**src/rtl/div_pkg.sv**
```systemverilog
// rtl/div_pkg.sv - shared state encodings and default width for the div1/mult1 arithmetic units
package div_pkg;

    // Default operand/result width for the sequential arithmetic units
    localparam int DIV_WIDTH_DEFAULT = 32;

    // Handshake state encodings, common to div1 and mult1 so one host FSM drives both
    typedef enum logic [1:0] {
        S_INIT    = 2'd0,
        S_COMPUTE = 2'd1,
        S_DONE    = 2'd2
    } div_state_t;

endpackage

```
**src/rtl/div1_step.sv**
```systemverilog
// rtl/div1_step.sv - one restoring-division iteration: shift {R,Q}, trial subtract, select
module div1_step #(
    parameter int WIDTH = 32
) (
    input  logic [WIDTH-1:0] rem_in,
    input  logic [WIDTH-1:0] quo_in,
    input  logic [WIDTH-1:0] divisor,
    output logic [WIDTH-1:0] rem_out,
    output logic [WIDTH-1:0] quo_out
);

    // Partial remainder after the shift keeps the bit pushed out of R, hence WIDTH+1 bits
    logic [WIDTH:0] rem_shift;
    logic [WIDTH:0] trial;
    logic           borrow;

    // Shift, subtract and restore; R < D holds on entry, so trial[WIDTH] is exactly the borrow
    always_comb begin
        rem_shift = {rem_in, quo_in[WIDTH-1]};
        trial     = rem_shift - {1'b0, divisor};
        borrow    = trial[WIDTH];
        quo_out   = {quo_in[WIDTH-2:0], ~borrow};
        rem_out   = borrow ? rem_shift[WIDTH-1:0] : trial[WIDTH-1:0];
    end

endmodule

```
**src/rtl/div1.sv**
```systemverilog
// rtl/div1.sv - sequential restoring divider, one quotient bit per clock, start/ack handshake (DIV1_SIGNED_EN selects two's-complement operands)
module div1
    import div_pkg::*;
#(
    parameter int WIDTH = DIV_WIDTH_DEFAULT
) (
    input  logic             clk,
    input  logic             rst_n,
    input  logic             start,
    input  logic             ack,
    input  logic [WIDTH-1:0] dividend,
    input  logic [WIDTH-1:0] divisor,
    output logic [WIDTH-1:0] quotient,
    output logic [WIDTH-1:0] remainder,
    output logic             busy,
    output logic             done,
    output logic             div_by_zero
);

    localparam int CW = $clog2(WIDTH) + 1;

    div_state_t       state;
    div_state_t       state_next;

    logic [WIDTH-1:0] acc_q;
    logic [WIDTH-1:0] acc_r;
    logic [WIDTH-1:0] acc_d;
    logic [CW-1:0]    count;

    logic [WIDTH-1:0] step_q;
    logic [WIDTH-1:0] step_r;
    logic             last_iter;
    logic             divisor_zero;

    // Operand magnitudes fed into the datapath and sign-corrected results leaving it
    logic [WIDTH-1:0] mag_dividend;
    logic [WIDTH-1:0] mag_divisor;
    logic [WIDTH-1:0] q_result;
    logic [WIDTH-1:0] r_result;

    assign last_iter    = (count == CW'(WIDTH - 1));
    assign divisor_zero = (divisor == '0);

    div1_step #(
        .WIDTH (WIDTH)
    ) u_step (
        .rem_in  (acc_r),
        .quo_in  (acc_q),
        .divisor (acc_d),
        .rem_out (step_r),
        .quo_out (step_q)
    );

`ifdef DIV1_SIGNED_EN
    // Sign flags captured at start; the fix-up rides on the COMPUTE->DONE edge
    logic q_neg;
    logic r_neg;

    // Divide magnitudes; quotient negated on sign mismatch, remainder follows the dividend
    always_comb begin
        mag_dividend = dividend[WIDTH-1] ? -dividend : dividend;
        mag_divisor  = divisor[WIDTH-1]  ? -divisor  : divisor;
        q_result     = q_neg ? -step_q : step_q;
        r_result     = r_neg ? -step_r : step_r;
    end

    // Latch operand signs when a non-zero division is accepted
    always_ff @(posedge clk or negedge rst_n) begin
        if (!rst_n) begin
            q_neg <= 1'b0;
            r_neg <= 1'b0;
        end else if (state == S_INIT && start && !divisor_zero) begin
            q_neg <= dividend[WIDTH-1] ^ divisor[WIDTH-1];
            r_neg <= dividend[WIDTH-1];
        end
    end
`else
    // Unsigned build: operands and results pass straight through
    always_comb begin
        mag_dividend = dividend;
        mag_divisor  = divisor;
        q_result     = step_q;
        r_result     = step_r;
    end
`endif

    // State register
    always_ff @(posedge clk or negedge rst_n) begin
        if (!rst_n) begin
            state <= S_INIT;
        end else begin
            state <= state_next;
        end
    end

    // Next-state: start only counts in INIT, ack only in DONE (ack wins over start there)
    always_comb begin
        state_next = state;
        case (state)
            S_INIT: begin
                if (start) begin
                    state_next = divisor_zero ? S_DONE : S_COMPUTE;
                end
            end
            S_COMPUTE: begin
                if (last_iter) begin
                    state_next = S_DONE;
                end
            end
            S_DONE: begin
                if (ack) begin
                    state_next = S_INIT;
                end
            end
            default: state_next = S_INIT;
        endcase
    end

    // Status outputs decoded from state
    always_comb begin
        busy = 1'b0;
        done = 1'b0;
        case (state)
            S_COMPUTE: busy = 1'b1;
            S_DONE:    done = 1'b1;
            default: begin
                busy = 1'b0;
                done = 1'b0;
            end
        endcase
    end

    // Datapath: latch operands, iterate one bit per edge, publish results on the last iteration
    always_ff @(posedge clk or negedge rst_n) begin
        if (!rst_n) begin
            acc_q       <= '0;
            acc_r       <= '0;
            acc_d       <= '0;
            count       <= '0;
            quotient    <= '0;
            remainder   <= '0;
            div_by_zero <= 1'b0;
        end else begin
            case (state)
                S_INIT: begin
                    if (start) begin
                        if (divisor_zero) begin
                            quotient    <= '1;
                            remainder   <= dividend;
                            div_by_zero <= 1'b1;
                        end else begin
                            acc_q       <= mag_dividend;
                            acc_d       <= mag_divisor;
                            acc_r       <= '0;
                            count       <= '0;
                            div_by_zero <= 1'b0;
                        end
                    end
                end
                S_COMPUTE: begin
                    acc_q <= step_q;
                    acc_r <= step_r;
                    count <= count + CW'(1);
                    if (last_iter) begin
                        quotient  <= q_result;
                        remainder <= r_result;
                    end
                end
                S_DONE: begin
                    if (ack) begin
                        div_by_zero <= 1'b0;
                    end
                end
                default: begin
                    div_by_zero <= 1'b0;
                end
            endcase
        end
    end

endmodule

```
**config.mk**
```make
export PLATFORM = sky130hd
export DESIGN_NAME = div1
export DESIGN_NICKNAME = d
export VERILOG_FILES = /design/src/rtl/div_pkg.sv /design/src/rtl/div1_step.sv /design/src/rtl/div1.sv
export SDC_FILE = /design/constraint.sdc
export NUM_CORES = 1
export LEC_CHECK = 0
export ABC_AREA = 1
export CORE_UTILIZATION = 50
export DETAILED_ROUTE_END_ITERATION = 7
export GPL_TIMING_DRIVEN = 0
export PLACE_DENSITY = 0.74
export SLEW_MARGIN = 20
export SYNTH_ARGS = -nofsm -noshare
export SYNTH_HDL_FRONTEND = slang
export SYNTH_SLANG_ARGS = --single-unit
export TNS_END_PERCENT = 30
```
**constraint.sdc**
```tcl
create_clock -name clk -period 2.3 [get_ports clk]
set_clock_uncertainty 0.05 [all_clocks]
set_input_delay 0.23 -clock clk [delete_from_list [all_inputs] [get_ports clk]]
set_output_delay 0.23 -clock clk [all_outputs]
set_load 0.01 [all_outputs]
```
==> impl_metrics.ini, run 1 <==
[outcome]
status = complete, but fails checks
failed_checks = setup timing

[die]
ios = 135
dieArea_sq_mm = 0.0220
die_h_microns = 148
rows = 53
core_sq_mm = 0.0210
die_w_microns = 148
initial_core_util_pct = 50.9

[clocking]
cts.clk_slew.worst_paths_ns = 0.08
htreeDepth = 4
cts_tree = done
cts.path.max_buffers = 2
clockRootBuffer = clkbuf_16
clk_latency_ns = 0.45
clock_sinks = 169
cts_buffers = 17

[pwr]
ir_drop_uv = 821
p_int_mw = 12.2
p_seq_share_pct = 21.7
p_leak_nw = 7.20
cellPowerDensity_mw_per_mm2 = 1680
clkPwrFrac_pct = 11.9
p_switching_mw = 12.3
power_mw = 24.6
p_sw_share_pct = 50.1
p_comb_share_pct = 66.5

[timing]
period_share_pct = 107
fin_setup_tns_ns = -5.70
fin_ws_ns = -0.169
slew_headroom_pct = 45.2
hold_violations = 0
fmax_mhz = 405
finalMaxSlewViolations = 0
rsz0062_at_grt = true
setup_viol = 75
post-route-min-period_ns = 2.47
worst_slew_pin_slew_ns = 0.816

[setup_path]
arrival_ns = 2.76
required_ns = 2.59
crit_chain = ha_4, nand2_1, inv_1, nand2_1, nand2_1, a21oi_2, nand2_4, nand2_4, nand2_4, nand2_4, nand2_8, buf_12, nand3_4, nand3_4, nand2_2, inv_2
reg2reg_depth = 16
path_class = register to register
reg2reg_to = remainder[31]$_DFFE_PN0P_
worst_path_max_delay_cell = dfrtp_1
cp_max_fo = 7
crit_top_cell = nand2_4
cp-end-kind = register
crit_path_start_kind = register
slowest_delay_ns = 0.49
reg2reg_from = acc_r[10]$_DFFE_PN0P_
reg2reg_slack_ns = -0.17

[drt]
drt_iter0_drc = 993
drt_wl_total_microns = 34800
ant_nets = 0
via_per_inst = 5.32
drc = 0
detail_route.wl_per_cell_microns = 17.7
vias = 10500
drt-pass1-iter-count = 6

[synth]
ys_seq_area_share_pct = 39.5
synth-xor-area-share_pct = 1.47
yosysWarnings = 0
synth_seq_cells = 169
synth.largest_area_cell = dfrtp_1
synth-async-reset-ratio_pct = 100
synthSimpleGateAreaFrac_pct = 35.4
synth_top_area_share_pct = 39.5
synth_edf_count = 0
ys.flop_type = dfrtp_1
synth_fa_ha_area_share_pct = 4.04
syn_area_sq_mm = 0.0107
synth_nets = 1600
synth_top_family_by_area = simple AND/OR/NAND/NOR gates
synth-compound-area-share_pct = 6.95
syn_inst = 1498
yosys.cell_types.count = 43
synthMuxAreaShare_pct = 0
synth.avg_cell_area_sq_um = 7.15
synth_area_leaders = dfrtp_1 40%, nand2_1 16%, inv_1 9.0%

[layout]
layout_commonest_cell = nand2_1
final_layout_size_suffix_gt1_share_pct = 18.9
fin_cells = 1968
diodes = 0
nets = 1782
finalInstanceArea_sq_mm = 0.0146
area_delta_synth_final_pct = 36.7
final_cell_mix = 439 x nand2_1, 250 x inv_1, 157 x dfrtp_1, 131 x nor2_1, 131 x clkdlybuf4s50_1

[hold_path]
min_path_type = primary input to register
min-delay-start = divisor[3]
whs_path_depth = 3
hold_path_end = acc_d[3]$_DFFE_PN0P_

[flow_run]
drv_cap = 0

[place]
gp_congestion = 0.954
placed_area_sq_mm = 0.0124
place_hpwl_microns = 24100
port_buffers = 134
numPlacedInstances = 1908
pre_cts_ws_ns = -0.745

[grt]
grt_start_max_net_pins = 90
grt_use_total_pct = 30.5
gr-total-overflow = 0
grt_pass1_vias = 9950
antenna_found_initial = 0
grt_pass1_wl_microns = 51400
-- Yosys cell counts, types with 2 or more instances --
| cell | number |
|---|---|
| dfrtp_1 | 169 |
| nor3_1 | 10 |
| nor2_1 | 137 |
| inv_2 | 4 |
| or2_1 | 7 |
| o211ai_1 | 2 |
| and2_1 | 6 |
| buf_12 | 4 |
| buf_2 | 8 |
| nand3_2 | 52 |
| nand4_1 | 8 |
| clkbuf_8 | 2 |
| buf_4 | 3 |
| inv_1 | 256 |
| o21ai_0 | 73 |
| xnor2_1 | 2 |
| nor2_2 | 7 |
| a21o_1 | 2 |
| or2_0 | 26 |
| buf_6 | 7 |
| nand3_1 | 104 |
| xor2_1 | 16 |
| clkbuf_1 | 26 |
| ha_1 | 33 |
| nand2_2 | 8 |
| nand2_4 | 3 |
| a21oi_1 | 20 |
| a31oi_1 | 33 |
| nand3b_1 | 2 |
| nor4_1 | 3 |
| nand2_1 | 452 |
| buf_1 | 2 |
-- sequential cells by signal, indices dropped and copies added (netlist names) --
register and cells:
quotient 32, acc_r 32, div_by_zero 1, remainder 32, count 6, acc_d 32, acc_q 32, state 2
-- routing by layer --
layer  track usage (%)  up-vias  part of all wire (%)
met3              3.74       79                   7.0
met4              13.5        0                   3.7
met1              41.4     4948                    42
met5                 0        -                     0
li1                  -     5023                     -
met2              49.1      428                    47
-- kinds of logic (layout without fill, tap and decap cells) --
| logic type | after synthesis | in the layout |
|---|---|---|
| AO/OA/AOI/OAI | 135 | 135 |
| XOR/XNOR | 18 | 18 |
| adder cells (fa/ha/maj) | 34 | 34 |
| buffers and inverters | 314 | 509 |
| flip-flops | 169 | 169 |
| AND/OR/NAND/NOR | 828 | 828 |
-- worst max path at each step --
stage,start,to,depth (start not counted)
final,acc_r[10]$_DFFE_PN0P_,remainder[31]$_DFFE_PN0P_,16
after global routing,acc_r[6]$_DFFE_PN0P_,remainder[27]$_DFFE_PN0P_,15
after CTS,acc_d[0]$_DFFE_PN0P_,remainder[27]$_DFFE_PN0P_,19
after detailed placement,divisor[3],remainder[13]$_DFFE_PN0P_,12
after global placement,rst_n,quotient[7]$_DFFE_PN0P_,1
after floorplan,acc_q[31]$_DFFE_PN0P_,remainder[28]$_DFFE_PN0P_,18
-- cell type report --
type                            instances  area [sq um]
Clock inverter                         14           156
Buffer                                 54           440
Timing Repair Buffer                  163          1690
Fill cell                            1670          6380
Clock buffer                           18           429
Multi-Input combinational cell       1015          6360
Tap cell                              275           344
Inverter                              260           976
Sequential cell                       169          4240
-- critical path, delay by kind of cell, from the launching register on --
kind	cells	cell delay, ns
AND/OR/NAND/NOR	11	1.02
buffers and inverters	3	0.27
flip-flops	1	0.49
AO/OA/AOI/OAI	1	0.22
adder cells (fa/ha/maj)	1	0.30
-- through the flow --
stage / hold WS, ns / util, %
global route: 0.141 / 69.6
global placement: 0.417 / 58.9
finish: 0.129 / 69.6
detailed placement: 0.251 / 59.1
floorplan: -0.116 / -
CTS: 0.331 / 65.3
-- repair_timing --
item	in CTS	in global routing
resized for setup	99	158
hold buffers	1	0
cloned	2	4
setup buffers	16	8
endpoints found under the setup margin	109	156
pin swaps	19	46
endpoints found under the hold margin	88	0
-- power groups by stage --
stage / logic (mW) / clock network [mW] / registers, mW
floorplan: 8.35 / 0 / 5.28
global placement: 12.4 / 0 / 5.23
detailed placement: 12.6 / 0 / 5.24
CTS: 14.1 / 2.90 / 5.24
global route: 17.7 / 3.03 / 5.47
finish: 16.3 / 2.91 / 5.33
Power figures use the tool's default switching activity.
==> run 2: changes to the inputs <==
CTS_CLUSTER_DIAMETER = 150   (was unset)
SYNTH_HIERARCHICAL = 1   (was unset)
==> impl_metrics.ini, run 2 <==
[die]
initial_core_util_pct = 50.9
die_h_microns = 151
dieArea_sq_mm = 0.0227
core_sq_mm = 0.0218
die_w_microns = 151
rows = 54
ios = 135

[setup_path]
path_class = register to register
cp-end-kind = register
cp_max_fo = 8
crit_path_start_kind = register
required_ns = 2.58
arrival_ns = 2.95

[synth]
post-synth-top-count-cell = nand2_1
yosys.cell_types.count = 35
synth-xor-area-share_pct = 1.19
synth_edf_count = 0
synth_top_family_by_area = simple AND/OR/NAND/NOR gates
synth_fa_ha_area_share_pct = 3.91
syn_area_sq_mm = 0.0111
synth_seq_cells = 169
synth.largest_area_cell = dfrtp_1
synthSimpleGateAreaFrac_pct = 38.9
synth.avg_cell_area_sq_um = 6.62
yosys-top-cells-count = 741 x nand2_1, 216 x inv_1, 169 x dfrtp_1
syn_inst = 1672
synth-compound-area-share_pct = 5.11
ys.flop_type = dfrtp_1
synth_top_area_share_pct = 38.2
synth_nets = 1774
yosysWarnings = 6
synth-async-reset-ratio_pct = 100
synthMuxAreaShare_pct = 0
ys_seq_area_share_pct = 38.2
synth_area_leaders = dfrtp_1 38%, nand2_1 25%, inv_1 7.3%

[clocking]
clock_sinks = 169
cts_tree = done
clk_latency_ns = 0.44
cts.clk_slew.worst_paths_ns = 0.07
cts_buffers = 17
clockRootBuffer = clkbuf_16
htreeDepth = 4
cts.path.max_buffers = 2

[drt]
drt_wl_total_microns = 33100
drt_iter0_drc = 825
vias = 11200
ant_nets = 0
drt-pass1-iter-count = 5
detail_route.wl_per_cell_microns = 15.5
drc = 0
via_per_inst = 5.21

[timing]
fmax_mhz = 374
period_share_pct = 116
setup_viol = 67
hold_violations = 0
hold_ws_ns = 0.0848
fin_setup_tns_ns = -17.61
slew_headroom_pct = 42.2
rsz0062_at_grt = true
worst_slew_pin_slew_ns = 0.867
fin_ws_ns = -0.374
post-route-min-period_ns = 2.67
finalMaxSlewViolations = 0

[grt]
grt_pass1_wl_microns = 52900
grt_pass1_vias = 10800
gr-total-overflow = 0
grt_start_max_net_pins = 88
grt_use_total_pct = 30.1
antenna_found_initial = 0

[layout]
area_delta_synth_final_pct = 26.9
nFillCells = 2013
final_layout_size_suffix_gt1_share_pct = 15.1
layout_commonest_cell = nand2_1
final_cell_mix = 677 x nand2_1, 197 x inv_1, 169 x dfrtp_1, 134 x nand3_1, 132 x clkdlybuf4s50_1
nets = 1951
diodes = 0
fin_cells = 2142

[place]
gp_congestion = 0.925
numPlacedInstances = 2086
port_buffers = 133
place_hpwl_microns = 24500

[outcome]
failed_checks = setup timing
status = complete, but fails checks

[hold_path]
min_path_type = primary input to register

[pwr]
ir_drop_uv = 849
cellPowerDensity_mw_per_mm2 = 1590
p_leak_nw = 7.57

[flow_run]
drv_cap = 0
==> run 2: worst max-delay path: stages (launching register included) <==
cell,delay (ns)
dfrtp_1,0.39
inv_1,0.06
ha_2,0.19
fa_2,0.38
inv_2,0.08
nand2_2,0.05
nand2_2,0.08
nand3_2,0.09
nand2_2,0.11
nand2_2,0.06
nand2_2,0.08
nand2_4,0.07
buf_6,0.12
nand3_4,0.07
nand2_8,0.11
buf_8,0.16
nand2_1,0.08
nand2_1,0.07
inv_2,0.07
o21ai_1,0.06
nand2_1,0.09
nand2_1,0.05
==> run 2: per-layer routing <==
layer	global-route usage, %	up-vias	share of wire (%)
met5	0	-	0
met4	14.1	0	3.5
met3	2.98	82	6.4
met2	48.5	415	46
met1	40.6	5175	44
li1	-	5486	-
==> run 2: final cells by class <==
class                      count  area, sq um  area share (%)
buffer                        99          612            4.36
timing repair buffer         158         1620            11.5
sequential                   169         4230            30.1
clock inverter                14          134           0.953
clock buffer                  18          429            3.06
inverter                     218          821            5.84
tap                          280          350            2.49
multi-input combinational   1186         5850            41.6
==> run 2: cell families (layout without fill, tap and decap cells) <==
family,count (synthesis),count (layout)
AOI/OAI and AO/OA,107,107
xor gates and xnor gates,15,15
adders and majority gates,34,34
buffers and inverters,317,507
DFF,169,169
and+or+nand+nor,1030,1030
==> run 2: metrics by stage <==
step           utilization, %  area (sq um)  worst slack (ns)  power [mW]
6_report                 64.6         14000            -0.374        22.3
4_1_cts                  63.5         13800            -0.233        21.1
3_5_place_dp             58.8         12800            -0.375        16.4
5_1_grt                  64.6         14000            -0.470        24.1
2_1_floorplan               -         11100           0.00238        13.4
3_3_place_gp             58.6         12800             -6.06        16.1
==> run 2: final timing paths <==
| check | from | endpoint | slack (ns) | cells past startpoint |
|---|---|---|---|---|
| worst max-delay path | acc_q[31]$_DFFE_PN0P_ | remainder[16]$_DFFE_PN0P_ | -0.37 | 21 |
| worst min-delay path | start | acc_d[31]$_DFFE_PN0P_ | 0.08 | 3 |
| worst max register to register | acc_q[31]$_DFFE_PN0P_ | remainder[16]$_DFFE_PN0P_ | -0.37 | 21 |
| worst min register to register | acc_d[28]$_DFFE_PN0P_ | acc_d[28]$_DFFE_PN0P_ | 0.42 | 2 |
| max in group asynchronous | rst_n | acc_d[25]$_DFFE_PN0P_ | 1.02 | 3 |
| min in group asynchronous | rst_n | quotient[3]$_DFFE_PN0P_ | 0.32 | 2 |
==> run 2: what timing repair did <==
action | in CTS | in global routing
pin swaps | 55 | 46
gates cloned | 6 | 0
hold buffers | 1 | 0
resized for setup | 100 | 76
setup endpoints to repair | 67 | 67
setup buffers | 14 | 4
hold endpoints to repair | 82 | 0
==> run 2: power by group <==
part / internal [mW] / switching, mW
combinational: 5.90 / 9.01
clock: 1.43 / 1.37
sequential: 3.87 / 0.718
